$ cat config.mk
export PLATFORM = sky130hd
export DESIGN_NAME = note_sequencer
export DESIGN_NICKNAME = d
export VERILOG_FILES = /design/src/rtl/synth_pkg.sv /design/src/rtl/seq_pattern_mem.sv /design/src/rtl/note_sequencer.sv
export SDC_FILE = /design/constraint.sdc
export NUM_CORES = 1
export LEC_CHECK = 0
export CELL_PAD_IN_SITES_DETAIL_PLACEMENT = 1
export CELL_PAD_IN_SITES_GLOBAL_PLACEMENT = 2
export CORE_ASPECT_RATIO = 1.1
export CORE_UTILIZATION = 35
export CTS_CLUSTER_DIAMETER = 100
export CTS_CLUSTER_SIZE = 24
export DETAILED_ROUTE_END_ITERATION = 16
export MAX_ROUTING_LAYER = met4
export PLACE_DENSITY = 0.86
export REMOVE_ABC_BUFFERS = 1
export SYNTH_ARGS = -nofsm -noshare
export SYNTH_HDL_FRONTEND = slang
export SYNTH_HIERARCHICAL = 1
export SYNTH_SLANG_ARGS = --single-unit
$ cat constraint.sdc
create_clock -name clk -period 8 [get_ports clk]
set_clock_uncertainty 0.1 [all_clocks]
set_input_delay 1.6 -clock clk [delete_from_list [all_inputs] [get_ports clk]]
set_output_delay 1.6 -clock clk [all_outputs]
set_load 0.005 [all_outputs]
$ cat src/rtl/synth_pkg.sv
// Shared types for the synth voice and its note sequencer.
package synth_pkg;
  localparam int OSC_W = 12;

  typedef enum logic {IDLE, RUN} seq_state_t;

  typedef struct packed {
    logic             gate;
    logic [OSC_W-1:0] count;
  } seq_entry_t;
endpackage

$ cat src/rtl/seq_pattern_mem.sv
// Flop-based pattern store: synchronous clear, one write port, combinational
// read with write bypass so a step loaded on the write edge sees the new data.
module seq_pattern_mem
  import synth_pkg::*;
#(
  parameter int STEPS = 8,
  localparam int AW = $clog2(STEPS)
) (
  input  logic          clk,
  input  logic          rst,
  input  logic          wr_en,
  input  logic [AW-1:0] wr_addr,
  input  seq_entry_t    wr_data,
  input  logic [AW-1:0] rd_addr,
  output seq_entry_t    rd_data
);
  seq_entry_t mem [STEPS];

  always_ff @(posedge clk) begin
    if (rst) begin
      for (int i = 0; i < STEPS; i++) mem[i] <= '0;
    end else if (wr_en) begin
      mem[wr_addr] <= wr_data;
    end
  end

  always_comb begin
    rd_data = mem[rd_addr];
    if (wr_en && (wr_addr == rd_addr)) rd_data = wr_data;
  end
endmodule

$ cat src/rtl/note_sequencer.sv
// Step sequencer driving synth trig/osc_count from an up-to-STEPS pattern.
// All outputs registered; tempo, gate length and last step are read live.
module note_sequencer
  import synth_pkg::*;
#(
  parameter int STEPS = 8,
  parameter int CNT_W = 24,
  localparam int AW = $clog2(STEPS)
) (
  input  logic             clk,
  input  logic             rst,
  input  logic             en,
  input  logic [CNT_W-1:0] tempo_div,
  input  logic [CNT_W-1:0] gate_len,
  input  logic [AW-1:0]    last_step,
  input  logic             wr_en,
  input  logic [AW-1:0]    wr_addr,
  input  logic [OSC_W-1:0] wr_count,
  input  logic             wr_gate,
  output logic             trig,
  output logic [OSC_W-1:0] osc_count,
  output logic [AW-1:0]    step,
  output logic             step_stb
);
  seq_state_t       state, state_nxt;
  logic [CNT_W-1:0] tick;
  logic             gate_flag;

  logic [CNT_W-1:0] eff_div, eff_m1, gate_lim, tick_nxt;
  logic             start;
  logic [AW-1:0]    ld_step;
  seq_entry_t       wr_data, rd_data;

  assign wr_data = '{gate: wr_gate, count: wr_count};

  seq_pattern_mem #(.STEPS(STEPS)) u_mem (
    .clk     (clk),
    .rst     (rst),
    .wr_en   (wr_en),
    .wr_addr (wr_addr),
    .wr_data (wr_data),
    .rd_addr (ld_step),
    .rd_data (rd_data)
  );

  // The last tick of each step is always low so back-to-back gates retrigger.
  always_comb begin
    eff_div  = (tempo_div < CNT_W'(2)) ? CNT_W'(2) : tempo_div;
    eff_m1   = eff_div - CNT_W'(1);
    gate_lim = (gate_len < eff_m1) ? gate_len : eff_m1;
    tick_nxt = tick + CNT_W'(1);
  end

  always_comb begin
    state_nxt = state;
    start     = 1'b0;
    ld_step   = '0;
    case (state)
      IDLE: if (en) begin
        state_nxt = RUN;
        start     = 1'b1;
      end
      RUN: begin
        if (!en) begin
          state_nxt = IDLE;
        end else if (tick >= eff_m1) begin
          start   = 1'b1;
          ld_step = (step >= last_step) ? '0 : step + AW'(1);
        end
      end
      default: state_nxt = IDLE;
    endcase
  end

  always_ff @(posedge clk) begin
    if (rst) begin
      state     <= IDLE;
      tick      <= '0;
      gate_flag <= 1'b0;
      trig      <= 1'b0;
      osc_count <= '0;
      step      <= '0;
      step_stb  <= 1'b0;
    end else begin
      state <= state_nxt;
      if (start) begin
        step      <= ld_step;
        osc_count <= rd_data.count;
        gate_flag <= rd_data.gate;
        tick      <= '0;
        step_stb  <= 1'b1;
        trig      <= rd_data.gate && (gate_lim != '0);
      end else if (state == RUN && en) begin
        tick     <= tick_nxt;
        step_stb <= 1'b0;
        trig     <= gate_flag && (tick_nxt < gate_lim);
      end else begin
        tick     <= '0;
        step_stb <= 1'b0;
        trig     <= 1'b0;
      end
    end
  end
endmodule

### Yosys cells after proc, flatten, opt, wreduce, memory -nomap -nowiden

Memories as Yosys holds them, arrays and structs flattened.
Index checks and enable logic that the tools add are counted.

| storage, ports and cells | value |
|---|---|
| input port bits | 71 |
| memories kept | 1 |
| latch bits | 0 |
| bits in read-only memories | 0 |
| register bits | 43 |
| RAM bits | 104 |
| output and inout port bits | 17 |

Memories:

| memory | depth | width | read ports | clocked after Yosys merged registers in | wr ports | line | RTL |
|---|---|---|---|---|---|---|---|
| u_mem.mem | 8 | 13 | 1 | 0 | 8 | seq_pattern_mem.sv:17 | `seq_entry_t mem [STEPS];` |

| cells by class | value |
|---|---|
| multipliers | 0 |
| equality and inequality tests | 1 |
| shift-type cells | 0 |
| reduce and logical (&&, ||, !) cells | 7 |
| $lt $le $gt $ge | 5 |
| bitwise operators | 2 |
| $add $sub $neg | 3 |
| div/mod/pow operators | 0 |
| multiplexer cells | 22 |

Operators by type and width:

| operator | number |
|---|---|
| 24-bit < comparator | 2 |
| 24-bit 2-to-1 mux | 2 |
| 13-bit 2-to-1 mux | 2 |
| 24-bit by 1-bit adder with 24-bit output (second input constant) | 1 |
| 24-bit >= comparator | 1 |
| 24-bit by 2-bit < comparator with 1-bit output (second input constant) | 1 |
| 24-bit nonzero test | 1 |
| 24-bit by 1-bit subtractor with 24-bit output (second input constant) | 1 |
| 3-bit 2-to-1 mux | 5 |
| 13-bit OR reduction | 1 |
| 1-bit 2-to-1 mux | 12 |
| 1-bit logical AND | 4 |
| 3-bit by 1-bit adder with 3-bit output (second input constant) | 1 |
| 3-bit == test | 1 |
| 3-bit >= comparator | 1 |
| 3-bit OR reduction | 1 |
| 1-bit inverter | 2 |
| 1-bit case mux with 2 select lines | 1 |

### Longest topological paths before layout

Gate-level depths: netlist of run 1.

| logic depth | value |
|---|---|
| depth in word-level cells | 12 |
| gate-level depth with buffers | 30 |
| mapped depth without buffers | 27 |

### Hierarchy

The synthesis of run 1 kept the hierarchy.

Modules (own cells, without submodules):

| module | times used | cells each | area each (µm²) |
|---|---|---|---|
| seq_pattern_mem | 1 | 302 | 4,982.3 |
| note_sequencer | 1 | 514 | 4,374.2 |

### Least setup slack after synthesis of run 1

No wires, ideal clock.

| timing | value |
|---|---|
| path type | input to register |
| start point | input port tempo_div[18] |
| end point | register trig |
| required time | 7.830 ns |
| stages | 28 |
| library setup time | 0.070 ns |
| setup slack | -0.017 ns |
| buffers on the path | 3 |
| arrival time | 7.847 ns |
| path through | clkbuf_2 -> nor4_2 -> nand4_2 -> o21ai_0 -> ha_1 -> or4b_4 -> or4_1 -> nor2_1 -> xnor2_1 -> ha_1 -> or4_1 -> o221ai_1 -> or3b_2 -> a21oi_1 -> o31a_1 -> buf_4 -> buf_6 -> mux2_2 -> ha_1 -> a21o_1 -> a21oi_1 -> nor2b_1 -> o21ai_0 -> nand2b_1 -> a221oi_1 -> o21ai_0 -> a211oi_1 -> o2bb2ai_1 |

| on the way | value |
|---|---|
| longest elaborated chain between the ends | 12 |
| elaborated cells on any way between the ends | 22 |
| classes of those cells | add/sub (1); order compare (4); eq/ne (1); mux (11); reduce/logical (4); memory (1) |

Ends and longest elaborated chain:

| item | line | RTL |
|---|---|---|
| start, declared | note_sequencer.sv:13 | `input logic [CNT_W-1:0] tempo_div,` |
| 24-bit by 2-bit < comparator with 1-bit output | note_sequencer.sv:48 | `eff_div = (tempo_div < CNT_W'(2)) ? CNT_W'(2) : tempo_div;` |
| 24-bit 2-to-1 mux * | note_sequencer.sv:48 |  |
| 24-bit by 1-bit subtractor with 24-bit output * | note_sequencer.sv:49 | `eff_m1 = eff_div - CNT_W'(1);` |
| branches (longest 8 deep; another with 24-bit < comparator) | n/a |  |
| 1-bit 2-to-1 mux * | note_sequencer.sv:86 | `if (start) begin` |
| end signal, assigned | note_sequencer.sv:92 | `trig <= rd_data.gate && (gate_lim != '0);` |
| end signal, assigned | note_sequencer.sv:96 | `trig <= gate_flag && (tick_nxt < gate_lim);` |
| end, declared | note_sequencer.sv:20 | `output logic trig,` |

Mark *: on every way between the ends.
A chain may end at the register's enable or synchronous reset.

### Final worst setup path of run 1

Same ends and word-level chain as after synthesis.

==> results of run 1 <==
[kinds of logic (layout without fill, tap and decap cells)]
family / count (synthesis) / count (layout) / share of synthesized area, %
AO/OA/AOI/OAI: 76 / 76 / 5.76
XOR/XNOR: 46 / 46 / 4.31
adder cells (fa/ha/maj): 72 / 72 / 9.63
buffers and inverters: 58 / 228 / 2.89
flip-flops: 147 / 147 / 42.6
multiplexers: 88 / 88 / 14.3
AND/OR/NAND/NOR: 329 / 329 / 20.5
[cell usage after synthesis, drive strengths merged, types with 3 or more instances]
cell      n  area share, %
nand3    23            1.2
or3       6           0.45
nor4     14            1.2
edfxtp  104             33
nand4    22            1.5
mux4     26            7.0
xor2     24            2.2
nand3b    3           0.24
nor2b    26            1.7
a21oi    22            1.2
inv      30            1.2
dfxtp    43            9.2
a21o     11           0.88
mux2     33            4.2
nand2    20           0.80
nor2     55            2.3
and3      6           0.40
nor3     15           0.80
and4      5           0.47
ha       72            9.6
nand2b    8           0.53
o211ai    5           0.40
xnor2    22            2.1
or2      10           0.67
and2    106            7.1
mux2i    29            3.1
buf      12            1.0
clkbuf   16           0.66
o21ai    12           0.64
[final timing paths]
path                 startpoint            to  slack, ps  depth (start not counted)
setup / recovery  tempo_div[18]          trig        270                         27
setup reg to reg        tick[0]  osc_count[7]       3760                         16
hold reg to reg    osc_count[2]  osc_count[2]        400                          2
hold / removal     osc_count[2]  osc_count[2]        400                          2
[stage by stage]
stage | setup TNS, ps | power [mW] | utilization [%] | hold slack [ps]
after floorplan | -9640 | 1.01 | - | 362
after global placement | -244 | 1.15 | 42.5 | 376
after detailed placement | -2040 | 1.16 | 42.5 | 388
after CTS | 0 | 2.03 | 44.9 | 410
after global routing | 0 | 2.09 | 45.2 | 441
final | 0 | 2.02 | 45.2 | 400
[state kept, by name (all words and copies together) (netlist names)]
name / flops
gate_flag: 1
trig: 1
step: 3
tick: 24
osc_count: 12
state: 1
step_stb: 1
u_mem/mem: 104
[where the power goes]
group / switching, mW / total (mW) / internal (mW)
combinational: 0.142 / 0.279 / 0.137
sequential: 0.0144 / 0.867 / 0.853
clock: 0.366 / 0.874 / 0.508
[layer usage]
layer / GRT usage, % / up-vias / part of all wire [%]
met1: 26.7 / 3586 / 43
met4: 5.14 / 0 / 1.3
li1: - / 3356 / -
met2: 39.7 / 157 / 53
met5: - / - / 0
met3: 3.25 / 36 / 3.2
[worst min-delay path, delay by kind of cell (launching register included)]
kind	cells	cell delay, ps
flip-flops	1	330
AND/OR/NAND/NOR	1	70
multiplexers	1	60
[layout make-up]
type	count	area (µm²)	area share [%]
tap	352	440	3.71
inverter	30	113	0.949
multi-input combinational	611	5170	43.6
sequential	147	3980	33.6
timing repair buffer	166	1520	12.8
clock buffer	17	425	3.59
clock inverter	15	211	1.78
[timing repair]
item	4_1_cts	5_1_grt
resized for setup	0	15
endpoints found under the hold margin	0	0
buffers inserted	0	2
setup endpoints to repair	0	14
==> results.json, run 1 <==
{
  "status": "finished, final reports clean",
  "drive_above_1_share_pct": 19.0,
  "ir_drop_mv": 0.136,
  "area_delta_synth_final_pct": 26.8,
  "clk_pin_slew_worst_paths_ps": 70,
  "crit_buf_inv": 2,
  "cp_max_fo": 4,
  "drv_slew": 0,
  "grt.overflow.total": 0,
  "rsz0062_at_grt": "no",
  "grt_max_degree": 28,
  "n_antenna_cell": 0,
  "yosysUniqueCellTypes": 65,
  "design_area_um2": 11900,
  "drtIter0Drc": 414,
  "mostFrequentLayoutCell": "and2_1",
  "maxSlewHeadroom_pct": 53.8,
  "placed_area_um2": 11100,
  "ant_nets": 0,
  "max_stage_delay_ps": 490,
  "ctsHoldBuffers": 0,
  "die_area_um2": 27400,
  "hold_viol": 0,
  "fin_nets": 1116,
  "fillers": 2873,
  "setup_viol": 0,
  "yosys_warnings": 6,
  "pre_cts_slack_ps": -398,
  "arrival_ps": 7980,
  "gp_congestion": 0.895,
  "synth_flop_cell": "edfxtp_1",
  "crit_slowest_cell": "or4_1",
  "clock_sinks": 147,
  "layout_common_cells": "and2_1 (106), edfxtp_1 (104), clkdlybuf4s50_1 (87)",
  "hold_path.class": "reg -> reg",
  "syn_area_per_cell_um2": 11.5,
  "fin_cells": 1338,
  "syn_area_um2": 9360,
  "floorplan.initialDensity_pct": 35.7,
  "leakage_nw": 4.74,
  "synth-async-reset-ratio_pct": 0,
  "drc": 0,
  "routed_wl_um": 28900,
  "grt_pass1_vias": 7774,
  "h-tree-depth": 4,
  "grt_use_total_pct": 22.5,
  "core-area_um2": 26200,
  "critPathLaunchType": "primary input",
  "syn_inst": 816,
  "ios": 88,
  "worstSkewPairLatency_ps": 430,
  "period_share_pct": 96.6,
  "grt_pass1_wl_um": 44700,
  "port-buffer-count": 87,
  "cts_tree": "yes",
  "drtPass1Iterations": 4,
  "clock_path_buffers": 2,
  "critPathKind": "in -> reg",
  "synth_edf_count": 104,
  "dp_cells": 1304,
  "fmaxAchievable_ghz": 0.129,
  "die_x_um": 158,
  "cp-end-kind": "register",
  "rows": 62,
  "yosysSeqAreaShare_pct": 42.6,
  "antenna_found_initial": 0,
  "pwr_density_cell_nw_per_um2": 170,
  "cts_inserted_buffers": 17,
  "fin_ws_ps": 273,
  "hpwl_um": 21000,
  "via_per_inst": 5.33,
  "tightest_slew_ps": 675,
  "root_buffer": "clkbuf_16",
  "required_ps": 8250,
  "crit_family": "simple AND/OR/NAND/NOR gates",
  "max_cap_viol_count": 0,
  "synth-seq-cells": 147,
  "fin_crit_ps": 7730,
  "dieHeight_um": 173,
  "vias": 7135,
  "avgRoutedWirePerCell_um": 21.6
}
Note: power is estimated with default switching activity, not from simulation.
==> inputs of run 2 (changes only) <==
--- a/config.mk
+++ b/config.mk
@@ -8,6 +8,7 @@
 export CELL_PAD_IN_SITES_DETAIL_PLACEMENT = 1
 export CELL_PAD_IN_SITES_GLOBAL_PLACEMENT = 2
 export CORE_ASPECT_RATIO = 1.1
+export CORE_MARGIN = 2
 export CORE_UTILIZATION = 35
 export CTS_CLUSTER_DIAMETER = 100
 export CTS_CLUSTER_SIZE = 24
@@ -15,6 +16,7 @@
 export MAX_ROUTING_LAYER = met4
 export PLACE_DENSITY = 0.86
 export REMOVE_ABC_BUFFERS = 1
+export SLEW_MARGIN = 10
 export SYNTH_ARGS = -nofsm -noshare
 export SYNTH_HDL_FRONTEND = slang
 export SYNTH_HIERARCHICAL = 1
==> results.json, run 2 (synthesis gave the netlist of run 1 again) <==
{
  "critPathLaunchType": "primary input",
  "required_ps": 8260,
  "drive_above_1_share_pct": 19.2,
  "antenna_found_initial": 0,
  "n_antenna_cell": 0,
  "root_buffer": "clkbuf_16",
  "arrival_ps": 7990,
  "clk_pin_slew_worst_paths_ps": 70,
  "pre_cts_slack_ps": -503,
  "r2r_setup_slack_ps": 3740,
  "hold_path.class": "reg -> reg",
  "die_x_um": 160,
  "largestRegisters": "u_mem/mem (104), tick (24), osc_count (12)",
  "rows": 62,
  "mostFrequentLayoutCell": "and2_1",
  "leakage_nw": 4.72,
  "crit_slowest_cell": "clkdlybuf4s50_1",
  "cts_inserted_buffers": 17,
  "dp_cells": 1306,
  "switchingPower_mw": 0.510,
  "tightest_slew_ps": 1140,
  "worstSkewPairLatency_ps": 430,
  "avgRoutedWirePerCell_um": 21.0,
  "switching_share_pct": 26.7,
  "timing.rr.start": "tick[0]",
  "status": "finished, final reports clean",
  "floorplan.initialDensity_pct": 35.7,
  "utilization_pct": 45.0,
  "ios": 88,
  "drtPass1Iterations": 5,
  "worstHoldEndpoint": "osc_count[5]",
  "port-buffer-count": 87,
  "ir_drop_mv": 0.141,
  "final.setup.tns_ps": 0,
  "fin_cells": 1343,
  "regMostFlops": "u_mem/mem",
  "worstReg2RegEnd": "gate_flag",
  "setup_viol": 0,
  "layout_common_cells": "and2_1 (106), edfxtp_1 (104), clkdlybuf4s50_1 (87)",
  "max_stage_delay_ps": 500,
  "critPathKind": "in -> reg",
  "design_area_um2": 11800,
  "dieHeight_um": 175,
  "die_area_um2": 28100,
  "fin_crit_ps": 7720,
  "routed_wl_um": 28200,
  "drv_slew": 0,
  "area_delta_synth_final_pct": 26.1,
  "largest_reg_flops": 104,
  "hpwl_um": 20700,
  "clock_sinks": 147,
  "fin_nets": 1121,
  "cp-end-kind": "register",
  "grt_use_total_pct": 21.0,
  "drtIter0Drc": 310,
  "power.share.sequential_pct": 45.3,
  "ctsHoldBuffers": 0,
  "period_share_pct": 96.5,
  "grt.overflow.total": 0,
  "whs_ps": 400,
  "gp_congestion": 0.861,
  "p_comb_share_pct": 14.5,
  "maxSlewHeadroom_pct": 23.8,
  "cp_max_fo": 11,
  "via_per_inst": 5.30,
  "clock_path_buffers": 2,
  "fin_ws_ps": 277,
  "min_from": "osc_count[5]",
  "vias": 7117,
  "worst_r2r_path_depth": 16,
  "max_cap_viol_count": 0,
  "grt_pass1_vias": 7723,
  "grt_max_degree": 32,
  "fillers": 2877,
  "pwr_density_cell_nw_per_um2": 162,
  "placed_area_um2": 11200,
  "cts_tree": "yes",
  "hold_depth": 2,
  "clockPowerShare_pct": 40.2,
  "fmaxAchievable_ghz": 0.129,
  "drc": 0,
  "finalPower_mw": 1.91,
  "critPathLaunch": "tempo_div[5]",
  "h-tree-depth": 4,
  "core-area_um2": 26200,
  "grt_pass1_wl_um": 44100,
  "p_int_mw": 1.40,
  "ant_nets": 0,
  "hold_viol": 0
}
## run 2: cell count changes in the layout (fill, tap and decap cells not counted), moves of 2 or more
cell       previous run  this run
inv_8                 5         3
buf_4                74        80
bufinv_16             3         0
inv_6                 4         6
## run 2: repair_timing
| action | 4_1_cts | 5_1_grt |
|---|---|---|
| buffers inserted | 2 | 3 |
| setup endpoints to repair | 1 | 14 |
| resized for setup | 1 | 11 |
| pin swaps | 1 | 8 |
## run 2: worst max path at each step
stage,endpoint,slack [ps],cells past startpoint
after CTS,trig,90,28
after floorplan,gate_flag,-700,21
after detailed placement,trig,-500,27
after global placement,trig,-260,27
final,trig,280,30
after global routing,trig,-50,28
## run 2: power by group through the flow
| stage | Combinational (mW) | Sequential, mW | Clock [mW] |
|---|---|---|---|
| global placement | 0.264 | 0.879 | 0 |
| global route | 0.301 | 0.869 | 0.808 |
| CTS | 0.275 | 0.867 | 0.777 |
| detailed placement | 0.270 | 0.883 | 0 |
| finish | 0.277 | 0.866 | 0.768 |
| floorplan | 0.131 | 0.876 | 0 |
## run 2: critical path: cells and delay by family
kind | cells | cell delay (ps)
buffers and inverters | 4 | 970
AO/OA/AOI/OAI | 10 | 1690
AND/OR/NAND/NOR | 11 | 2620
adder cells (fa/ha/maj) | 3 | 670
multiplexers | 1 | 330
XOR/XNOR | 1 | 100
## run 2: routing by layer
metal / vias to the layer above / wire length [µm] / track usage, %
met5: - / 0 / -
met4: 0 / 363 / 5.26
met3: 28 / 813 / 2.46
met2: 138 / 14900 / 38.2
met1: 3588 / 12100 / 24.7
li1: 3363 / - / -
## run 2: area by class of cell
class / count / area (µm²) / share of cell area (%)
Timing Repair Buffer: 171 / 1540 / 13.1
Sequential cell: 147 / 3980 / 33.8
Multi-Input combinational cell: 611 / 5160 / 43.7
Clock inverter: 15 / 138 / 1.17
Clock buffer: 17 / 425 / 3.61
Tap cell: 352 / 440 / 3.73
Inverter: 30 / 113 / 0.954
==> inputs of run 3 (changes only) <==
--- a/config.mk
+++ b/config.mk
@@ -11,7 +11,6 @@
 export CORE_MARGIN = 2
 export CORE_UTILIZATION = 35
 export CTS_CLUSTER_DIAMETER = 100
-export CTS_CLUSTER_SIZE = 24
 export DETAILED_ROUTE_END_ITERATION = 16
 export MAX_ROUTING_LAYER = met4
 export PLACE_DENSITY = 0.86
==> results of run 3 <==
Same layout as run 2: the final DEF is identical, and so are final timing and power.
